File: config.mk
export PLATFORM = sky130hd
export DESIGN_NAME = iter_muldiv
export DESIGN_NICKNAME = d
export VERILOG_FILES = /design/src/rtl/iter_muldiv.sv
export SDC_FILE = /design/constraint.sdc
export NUM_CORES = 1
export LEC_CHECK = 0
export ABC_AREA = 1
export CAP_MARGIN = 20
export CORE_MARGIN = 2
export CORE_UTILIZATION = 53
export DETAILED_ROUTE_END_ITERATION = 12
export DONT_BUFFER_PORTS = 1
export PLACE_DENSITY = 0.68
export SLEW_MARGIN = 0
export SYNTH_ARGS = -nofsm -noshare
export SYNTH_HDL_FRONTEND = slang
export SYNTH_SLANG_ARGS = --single-unit
File: constraint.sdc
create_clock -name clk_i -period 5.62 [get_ports clk_i]
set_input_delay 0.843 -clock clk_i [delete_from_list [all_inputs] [get_ports clk_i]]
set_output_delay 0.843 -clock clk_i [all_outputs]
set_load 0.01 [all_outputs]
File: src/rtl/iter_muldiv.sv
// iter_muldiv: iterative multiply/divide unit for the EX stage.
//   Shift-add multiply and restoring divide, one bit per clock, with sign
//   fix-up in a final FIX cycle. Results land in HI/LO and hold until the
//   next completed operation.
//
// Ports
//   clk_i    : clock, rising edge
//   rst_i    : synchronous active-high reset
//   start_i  : request an operation (sampled only in IDLE)
//   op_i     : 00 MULT, 01 MULTU, 10 DIV, 11 DIVU
//   flush_i  : abort the in-flight operation; also drops a start in IDLE
//   data1_i  : rs operand (multiplicand / dividend)
//   data2_i  : rt operand (multiplier / divisor)
//   busy_o   : operation in progress (registered)
//   done_o   : one-cycle pulse, hi_o/lo_o updated this cycle
//   dbz_o    : divide-by-zero, valid with done_o
//   hi_o     : product high half / remainder
//   lo_o     : product low half / quotient
module iter_muldiv #(
    parameter int WIDTH = 32
) (
    input  logic             clk_i,
    input  logic             rst_i,
    input  logic             start_i,
    input  logic [1:0]       op_i,
    input  logic             flush_i,
    input  logic [WIDTH-1:0] data1_i,
    input  logic [WIDTH-1:0] data2_i,
    output logic             busy_o,
    output logic             done_o,
    output logic             dbz_o,
    output logic [WIDTH-1:0] hi_o,
    output logic [WIDTH-1:0] lo_o
);

    localparam int CNT_W = $clog2(WIDTH + 1);
    localparam logic [CNT_W-1:0] LAST_IT = CNT_W'(WIDTH - 1);

    typedef enum logic [1:0] {S_IDLE, S_CALC, S_FIX} state_t;

    state_t             r_state, w_state_nxt;
    logic               r_is_div;
    logic               r_neg_q;      // product sign (MULT) / quotient sign (DIV)
    logic               r_neg_r;      // remainder sign = dividend sign
    logic               r_dbz_pend;
    logic [CNT_W-1:0]   r_cnt;
    // MULT: {partial product, remaining multiplier}; DIV: low half holds the
    // dividend shifting out and the quotient shifting in.
    logic [2*WIDTH-1:0] r_acc;
    logic [WIDTH:0]     r_rem;
    logic [WIDTH-1:0]   r_b;          // multiplicand / divisor magnitude
    logic               r_busy, r_done, r_dbz;
    logic [WIDTH-1:0]   r_hi, r_lo;

    logic               w_accept, w_iter, w_finish;

    // ---------------- operand capture ----------------
    logic               w_sgn, w_neg1, w_neg2, w_dbz_req;
    logic [WIDTH-1:0]   w_mag1, w_mag2;

    assign w_sgn     = ~op_i[0];
    assign w_neg1    = w_sgn & data1_i[WIDTH-1];
    assign w_neg2    = w_sgn & data2_i[WIDTH-1];
    // -MIN wraps back to MIN, which read unsigned is exactly 2^(W-1).
    assign w_mag1    = w_neg1 ? -data1_i : data1_i;
    assign w_mag2    = w_neg2 ? -data2_i : data2_i;
    assign w_dbz_req = op_i[1] & (data2_i == '0);

    // ---------------- iteration datapath ----------------
    logic [WIDTH:0]     w_madd;
    logic [2*WIDTH-1:0] w_mul_nxt;
    logic [WIDTH:0]     w_shift;
    logic [WIDTH+1:0]   w_diff;
    logic               w_qbit;

    // Upper half gets the carry bit so the add never loses its MSB before
    // the right shift.
    assign w_madd    = {1'b0, r_acc[2*WIDTH-1:WIDTH]} + (r_acc[0] ? {1'b0, r_b} : '0);
    assign w_mul_nxt = {w_madd, r_acc[WIDTH-1:1]};

    assign w_shift   = {r_rem[WIDTH-1:0], r_acc[WIDTH-1]};
    assign w_diff    = {1'b0, w_shift} - {2'b0, r_b};
    assign w_qbit    = ~w_diff[WIDTH+1];

    // ---------------- sign fix-up ----------------
    logic [2*WIDTH-1:0] w_prod;
    logic [WIDTH-1:0]   w_quo, w_rmd;

    assign w_prod = r_neg_q ? -r_acc : r_acc;
    assign w_quo  = r_neg_q ? -r_acc[WIDTH-1:0] : r_acc[WIDTH-1:0];
    assign w_rmd  = r_neg_r ? -r_rem[WIDTH-1:0] : r_rem[WIDTH-1:0];

    // ---------------- FSM: state register ----------------
    always_ff @(posedge clk_i) begin
        if (rst_i) r_state <= S_IDLE;
        else       r_state <= w_state_nxt;
    end

    // ---------------- FSM: next state ----------------
    always_comb begin
        w_state_nxt = r_state;
        unique case (r_state)
            S_IDLE: if (start_i && !flush_i)
                        w_state_nxt = w_dbz_req ? S_FIX : S_CALC;
            S_CALC: if (flush_i)              w_state_nxt = S_IDLE;
                    else if (r_cnt == LAST_IT) w_state_nxt = S_FIX;
            S_FIX:  w_state_nxt = S_IDLE;
            default: w_state_nxt = S_IDLE;
        endcase
    end

    // ---------------- FSM: control outputs ----------------
    always_comb begin
        w_accept = 1'b0;
        w_iter   = 1'b0;
        w_finish = 1'b0;
        unique case (r_state)
            S_IDLE:  w_accept = start_i & ~flush_i;
            S_CALC:  w_iter   = ~flush_i;
            S_FIX:   w_finish = ~flush_i;
            default: ;
        endcase
    end

    // ---------------- datapath / result registers ----------------
    always_ff @(posedge clk_i) begin
        if (rst_i) begin
            r_is_div   <= 1'b0;
            r_neg_q    <= 1'b0;
            r_neg_r    <= 1'b0;
            r_dbz_pend <= 1'b0;
            r_cnt      <= '0;
            r_acc      <= '0;
            r_rem      <= '0;
            r_b        <= '0;
            r_busy     <= 1'b0;
            r_done     <= 1'b0;
            r_dbz      <= 1'b0;
            r_hi       <= '0;
            r_lo       <= '0;
        end else begin
            r_busy <= (w_state_nxt != S_IDLE);
            r_done <= w_finish;
            r_dbz  <= w_finish & r_dbz_pend;

            if (w_accept) begin
                r_is_div   <= op_i[1];
                r_neg_q    <= w_neg1 ^ w_neg2;
                r_neg_r    <= w_neg1;
                r_dbz_pend <= w_dbz_req;
                r_cnt      <= '0;
                r_rem      <= '0;
                r_b        <= op_i[1] ? w_mag2 : w_mag1;
                // Divide-by-zero keeps the raw dividend so HI returns it as-is.
                r_acc      <= {{WIDTH{1'b0}},
                               op_i[1] ? (w_dbz_req ? data1_i : w_mag1) : w_mag2};
            end else if (w_iter) begin
                r_cnt <= r_cnt + CNT_W'(1);
                if (r_is_div) begin
                    r_rem            <= w_qbit ? w_diff[WIDTH:0] : w_shift;
                    r_acc[WIDTH-1:0] <= {r_acc[WIDTH-2:0], w_qbit};
                end else begin
                    r_acc <= w_mul_nxt;
                end
            end

            if (w_finish) begin
                if (r_dbz_pend) begin
                    r_hi <= r_acc[WIDTH-1:0];
                    r_lo <= '1;
                end else if (r_is_div) begin
                    r_hi <= w_rmd;
                    r_lo <= w_quo;
                end else begin
                    r_hi <= w_prod[2*WIDTH-1:WIDTH];
                    r_lo <= w_prod[WIDTH-1:0];
                end
            end
        end
    end

    assign busy_o = r_busy;
    assign done_o = r_done;
    assign dbz_o  = r_dbz;
    assign hi_o   = r_hi;
    assign lo_o   = r_lo;

endmodule

==> results of run 1 <==
## layer usage
metal / part of all wire / vias up / GRT usage
met1: 0.42 / 9971 / 0.573
li1: - / 10208 / -
met4: 0.045 / 0 / 0.157
met5: 0 / - / 0
met3: 0.13 / 176 / 0.0830
met2: 0.41 / 1291 / 0.572
## synthesized netlist by cell type, types with 3 or more instances
| cell | number |
|---|---|
| o211ai_1 | 27 |
| o21ai_2 | 3 |
| nand3b_1 | 10 |
| nor2_2 | 14 |
| buf_1 | 9 |
| dfxtp_1 | 207 |
| nor2_1 | 292 |
| xor2_1 | 89 |
| nand4_1 | 43 |
| o221ai_1 | 50 |
| a21o_1 | 5 |
| a21oi_2 | 3 |
| nor3_2 | 3 |
| nand2_4 | 6 |
| a21oi_1 | 267 |
| nor2_4 | 12 |
| o21a_1 | 3 |
| buf_4 | 8 |
| buf_6 | 9 |
| or2_2 | 5 |
| o31ai_1 | 3 |
| a211oi_1 | 6 |
| nor3_1 | 38 |
| clkbuf_1 | 59 |
| nand2_1 | 805 |
| nor4_1 | 5 |
| nand3_1 | 266 |
| ha_1 | 69 |
| buf_2 | 34 |
| o21ai_1 | 28 |
| clkinv_1 | 5 |
| a31oi_1 | 22 |
| a221oi_1 | 9 |
| nand3_2 | 6 |
| o2111ai_1 | 9 |
| a22oi_1 | 7 |
| o21bai_1 | 22 |
| o21ai_0 | 207 |
| xnor2_1 | 15 |
| a21boi_0 | 3 |
| inv_2 | 17 |
| nand2_2 | 6 |
| inv_1 | 425 |
## power groups by stage
stage	Combinational (mW)	Sequential [mW]	Clock [mW]
finish	1.17	1.59	1.87
global route	1.28	1.59	1.93
CTS	1.13	1.59	1.87
detailed placement	1.12	1.62	0
global placement	1.11	1.62	0
floorplan	0.849	1.58	0
## layout by cell type, fill, tap and decap left out, types with 38 or more instances in the layout
master	netlist	routed
nand2_1	805	805
inv_1	425	424
nor2_1	292	291
a21oi_1	267	267
nand3_1	266	266
o21ai_0	207	207
dfxtp_1	207	205
xor2_1	89	89
ha_1	69	69
o221ai_1	50	50
nand4_1	43	43
nor3_1	38	38
## worst paths after layout
path | to | startpoint | slack (ns) | cells after the start
worst max-delay path | r_rem[26]$_SDFFE_PP0P_ | r_acc[31]$_SDFFE_PP0P_ | 2.48 | 15
worst min-delay path | r_neg_q$_SDFFE_PP0P_ | rst_i | 0.33 | 1
worst max register to register | r_rem[26]$_SDFFE_PP0P_ | r_acc[31]$_SDFFE_PP0P_ | 2.48 | 15
worst min register to register | r_cnt[5]$_SDFFE_PP0P_ | r_cnt[5]$_SDFFE_PP0P_ | 0.47 | 2
## registers in the layout, indices dropped and copies added, names as in the netlist
| signal | cells |
|---|---|
| r_rem | 32 |
| r_b | 32 |
| r_cnt | 6 |
| busy_o | 1 |
| lo_o | 32 |
| r_dbz_pend | 1 |
| done_o | 1 |
| r_state | 2 |
| r_neg_r | 1 |
| dbz_o | 1 |
| r_acc | 64 |
| r_neg_q | 1 |
| hi_o | 32 |
| r_is_div | 1 |
## cell families after synthesis
family          share of synthesized area
flops                               0.221
buf+inv                             0.122
xor+xnor                           0.0486
fa+ha+maj                          0.0482
simple gates                        0.351
compound gates                      0.209
## metrics by stage
step | std cells | util | power [mW] | hold slack (ns) | area [um2]
final | 3545 | 0.570 | 4.63 | 0.328 | 19800
after detailed placement | 3499 | 0.543 | 2.74 | 0.467 | 18800
after global placement | 3499 | 0.543 | 2.73 | 0.461 | 18800
after global routing | 3545 | 0.570 | 4.79 | 0.323 | 19800
after CTS | 3545 | 0.570 | 4.59 | 0.320 | 19800
after floorplan | 3150 | - | 2.43 | 0.445 | 18700
## area by class of cell
cell class,count,area share
multi-input cells,2374,0.624
flip-flops and latches,207,0.210
inverters,448,0.0852
clock buffers,28,0.0327
well taps,455,0.0288
clock inverters,18,0.0143
repair buffers,15,0.00570
==> impl_metrics.py, run 1 <==
metrics = {
    "route": {
        "avgRoutedWirePerCell_um": 21.2,
        "drc": 0,
        "drt_wl_total_um": 75200,
        "dr.pass1.iters": 7,
        "ant_nets": 0,
        "via_count": 21646,
        "vias_per_cell": 6.11,
        "drt-initial-drc-count": 2605,
    },
    "synth": {
        "synth_ff_type": "dfxtp_1",
        "synth_seq_cells": 207,
        "synth_edf_count": 0,
        "syn_area_per_cell_um2": 5.95,
        "ys_seq_area_frac": 0.221,
        "yosysTopAreaCellShare": 0.221,
        "syn_area_um2": 18700,
        "synth_area_leader_cell": "dfxtp_1",
        "yosys.cell_types.count": 56,
        "yosysWarningCount": 0,
        "synthCells": 3150,
        "syn_nets": 3291,
        "synthTopCellsByArea": "dfxtp_1 22%, nand2_1 16%, inv_1 8.5%",
        "async_flop_share": 0,
    },
    "timing": {
        "fmax_mhz": 319,
        "hold_viol_final": 0,
        "setup_viol": 0,
        "rsz0062_at_grt": "no",
        "finalMaxSlewViolations": 0,
        "layout_min_cycle_time_ns": 3.14,
        "clock_skew_ns": 0.0381,
        "slew_headroom": 0.325,
        "fin_ws_ns": 2.48,
        "period_share": 0.559,
        "worst_pin_slew_ns": 1.01,
        "fin_setup_tns_ns": 0,
    },
    "clocking": {
        "cts_root_buf": "clkbuf_16",
        "htree_levels": 1,
        "cts_resized": 0,
        "hold_buffers": 0,
        "cts_tree": "done",
        "clock-sinks": 207,
        "numCtsBuffers": 25,
        "cts_setup_buffers": 0,
        "clk_latency_ns": 0.58,
        "clk_pin_slew_ns": 0.07,
        "cts_buffer_depth": 3,
    },
    "floorplan": {
        "core_um2": 34700,
        "initial_utilization": 0.540,
        "die_y_um": 192,
        "die_w_um": 192,
        "die_area_um2": 36900,
        "rows": 68,
        "ios": 137,
    },
    "place": {
        "dp_hpwl_um": 59600,
        "gp_congestion": 1.02,
        "place_ws_ns": 2.37,
        "port_buffers": 0,
    },
    "setup_path": {
        "cp.arrival_ns": 3.54,
        "crit_type": "reg2reg",
        "required_ns": 6.02,
        "crit_slowest_cell": "dfxtp_1",
        "crit_path_frequent_cell": "nand2_1",
        "crit_chain": "inv_1, ha_1, fa_1, inv_1, nand3_1, nand2_1, nand2_1, nand2_1, nand2_1, nand2_1, nand3b_1, nand3_1, nand3_1, nand2_1, a21oi_1",
        "cp_top_family": "simple AND/OR/NAND/NOR gates",
        "start_kind": "flip-flop",
        "end_kind": "flip-flop",
        "slowest_delay_ns": 0.54,
        "path_buf_inv": 2,
        "crit_fanout": 6,
    },
    "job": {
        "maxCapViolations": 0,
    },
    "pwr": {
        "power_density_nw_per_um2": 234,
        "p_int_mw": 2.96,
        "power_frac_seq": 0.344,
        "power.share.clock": 0.404,
        "power.leakage_nw": 9.85,
        "p_sw_mw": 1.67,
        "switching_share": 0.360,
        "peakVddDrop_mv": 0.237,
        "combPwrFrac": 0.252,
    },
    "final_layout": {
        "drive_gt1_frac": 0.0472,
        "area_delta_synth_final_pct": 5.50,
        "register_area_um2": 4150,
        "antenna_cells": 0,
        "multi_input_area_um2": 12300,
        "finalNetCount": 3212,
        "n_fill_cell": 3668,
    },
    "global_route": {
        "grt_pass1_vias": 19069,
        "grt_max_degree": 84,
        "grt_first_pass_wirelength_um": 112000,
        "track_usage": 0.397,
        "antenna_found_initial": 0,
        "grt-ovfl-total": 0,
    },
    "status": {
        "outcome": "completed",
    },
    "min_path": {
        "min_path_type": "in2reg",
    },
}
(Power assumes the default switching activity.)
==> run 2: changes to the inputs <==
==> constraint.sdc (replaced) <==
create_clock -name clk_i -period 3.3 [get_ports clk_i]
set_input_delay 0.495 -clock clk_i [delete_from_list [all_inputs] [get_ports clk_i]]
set_output_delay 0.495 -clock clk_i [all_outputs]
set_load 0.01 [all_outputs]
==> run 2 against run 1 <==
Effect of this change:
- clock skew fell by 0.014 ns
- first-iteration DRC count rose by 13%
- combinational power rose by 75%
- hold slack got worse by 0.31 ns
- non-clock buffer count rose by 22
- power rose by 69%
- cell count rose by 0.62%
- critical endpoint is now r_acc[58]$_SDFFE_PP0P_
- highest routed layer is now met5
==> impl_metrics.py, run 2 (same netlist as run 1, synthesis figures left out) <==
metrics = {
    "floorplan": {
        "initial_utilization": 0.540,
        "rows": 68,
        "die_area_um2": 36900,
        "die_w_um": 192,
        "core_um2": 34700,
        "ios": 137,
        "die_y_um": 192,
    },
    "clocking": {
        "clk_latency_ns": 0.57,
        "htree_levels": 1,
        "cts_buffer_depth": 3,
        "clk_pin_slew_ns": 0.06,
        "cts_root_buf": "clkbuf_16",
        "cts_tree": "done",
        "cts_resized": 0,
        "clock-sinks": 207,
        "numCtsBuffers": 25,
    },
    "route": {
        "ant_nets": 0,
        "drc": 0,
        "drt-initial-drc-count": 2943,
        "via_count": 22028,
        "avgRoutedWirePerCell_um": 22.0,
        "vias_per_cell": 6.18,
        "dr.pass1.iters": 8,
        "drt_wl_total_um": 78600,
    },
    "final_layout": {
        "layout_commonest_cell": "nand2_1",
        "largest_register_ffs": 64,
        "n_fill_cell": 3603,
        "finalNonFillerCells": 3567,
        "register_area_um2": 4150,
        "finalNetCount": 3234,
        "drive_gt1_frac": 0.0531,
        "fin_area_um2": 19900,
        "area_delta_synth_final_pct": 6.33,
        "layout_common_cells": "805 x nand2_1, 424 x inv_1, 291 x nor2_1, 267 x a21oi_1, 266 x nand3_1",
        "regMostFlops": "r_acc",
        "final_util": 0.574,
        "multi_input_area_um2": 12300,
    },
    "setup_path": {
        "rr_startpoint": "r_acc[0]$_SDFFE_PP0P_",
        "startpoint": "r_acc[0]$_SDFFE_PP0P_",
        "crit_type": "reg2reg",
        "start_kind": "flip-flop",
        "cp.arrival_ns": 3.34,
        "crit_path_frequent_cell": "nand2_1",
        "crit_slowest_cell": "dfxtp_1",
        "required_ns": 3.75,
        "path_buf_inv": 3,
        "cp_top_family": "simple AND/OR/NAND/NOR gates",
        "slowest_delay_ns": 0.40,
        "crit_chain": "buf_4, nand2_1, inv_1, ha_1, a21oi_1, o21ai_0, nand2_1, nand2_1, a211oi_1, nand2_1, nand2_1, nand3_1, nand3_1, inv_1",
        "crit_fanout": 31,
        "end_kind": "flip-flop",
    },
    "timing": {
        "layout_min_cycle_time_ns": 2.89,
        "clock_skew_ns": 0.0237,
        "fmax_mhz": 346,
        "fin_setup_tns_ns": 0,
        "worst_pin_slew_ns": 1.06,
        "rsz0062_at_grt": "no",
        "slew_headroom": 0.291,
        "period_share": 0.875,
        "setup_viol": 0,
        "hold_viol_final": 0,
        "finalMaxSlewViolations": 0,
    },
    "global_route": {
        "antenna_found_initial": 5,
        "grt-ovfl-total": 0,
        "track_usage": 0.412,
        "grt_max_degree": 59,
        "grt_pass1_vias": 19412,
        "grt_first_pass_wirelength_um": 116000,
    },
    "pwr": {
        "power.leakage_nw": 9.96,
        "power_density_nw_per_um2": 393,
        "peakVddDrop_mv": 0.600,
        "total_power_mw": 7.83,
    },
    "place": {
        "dp_hpwl_um": 62700,
        "port_buffers": 0,
        "gp_congestion": 1.07,
        "dp_cells": 3520,
        "place_area_um2": 19000,
    },
    "job": {
        "maxCapViolations": 0,
    },
    "status": {
        "outcome": "completed",
    },
    "min_path": {
        "min_path_type": "in2reg",
        "hp-start": "rst_i",
    },
}
==> run 2: power breakdown <==
part           internal [mW]  switching [mW]  leakage (nW)
registers               2.58           0.132          1.68
logic                  0.585            1.47          7.84
clock network           1.86            1.22         0.433
==> run 2: metal layers <==
metal  share of wire  vias up  global-route usage
met4           0.054        4               0.198
met5         0.00034        -                   0
met2            0.41     1452               0.609
met1            0.41    10074               0.567
li1                -    10264                   -
met3            0.12      234              0.0866
==> run 2: cell type report <==
| cell class | count | area share |
|---|---|---|
| Sequential cell | 207 | 0.208 |
| Timing Repair Buffer | 37 | 0.0147 |
| Clock inverter | 14 | 0.0113 |
| Clock buffer | 30 | 0.0338 |
| Inverter | 448 | 0.0845 |
| Tap cell | 455 | 0.0286 |
| Antenna cell | 2 | 0.000251 |
| Multi-Input combinational cell | 2374 | 0.619 |
==> run 2: path summary, 6_finish.rpt <==
kind | to | slack (ns) | depth (start not counted)
worst max-delay path | r_acc[58]$_SDFFE_PP0P_ | 0.41 | 14
worst min register to register | r_cnt[5]$_SDFFE_PP0P_ | 0.47 | 2
worst min-delay path | hi_o[12]$_SDFFE_PP0P_ | 0.01 | 1
worst max register to register | r_acc[58]$_SDFFE_PP0P_ | 0.41 | 14
==> run 2: metrics by stage <==
step                worst slack [ns]  hold WS [ns]
finish                         0.411        0.0137
global route                   0.142        0.0103
CTS                            0.469       0.00220
detailed placement             0.501         0.466
global placement               0.512         0.459
floorplan                      0.913         0.445
==> run 2: worst register-to-register path, stage by stage (launching register included) <==
cell	delay, ns
dfxtp_1	0.40
buf_4	0.39
nand2_1	0.27
inv_1	0.14
ha_1	0.29
a21oi_1	0.24
o21ai_0	0.19
nand2_1	0.14
nand2_1	0.07
a211oi_1	0.28
nand2_1	0.09
nand2_1	0.07
nand3_1	0.09
nand3_1	0.10
inv_1	0.04
==> run 2: timing repair <==
| item | CTS | global route |
|---|---|---|
| buffers inserted | 0 | 0 |
| hold endpoints to repair | 18 | 0 |
| hold buffers | 1 | 0 |
| endpoints found under the setup margin | 0 | 0 |
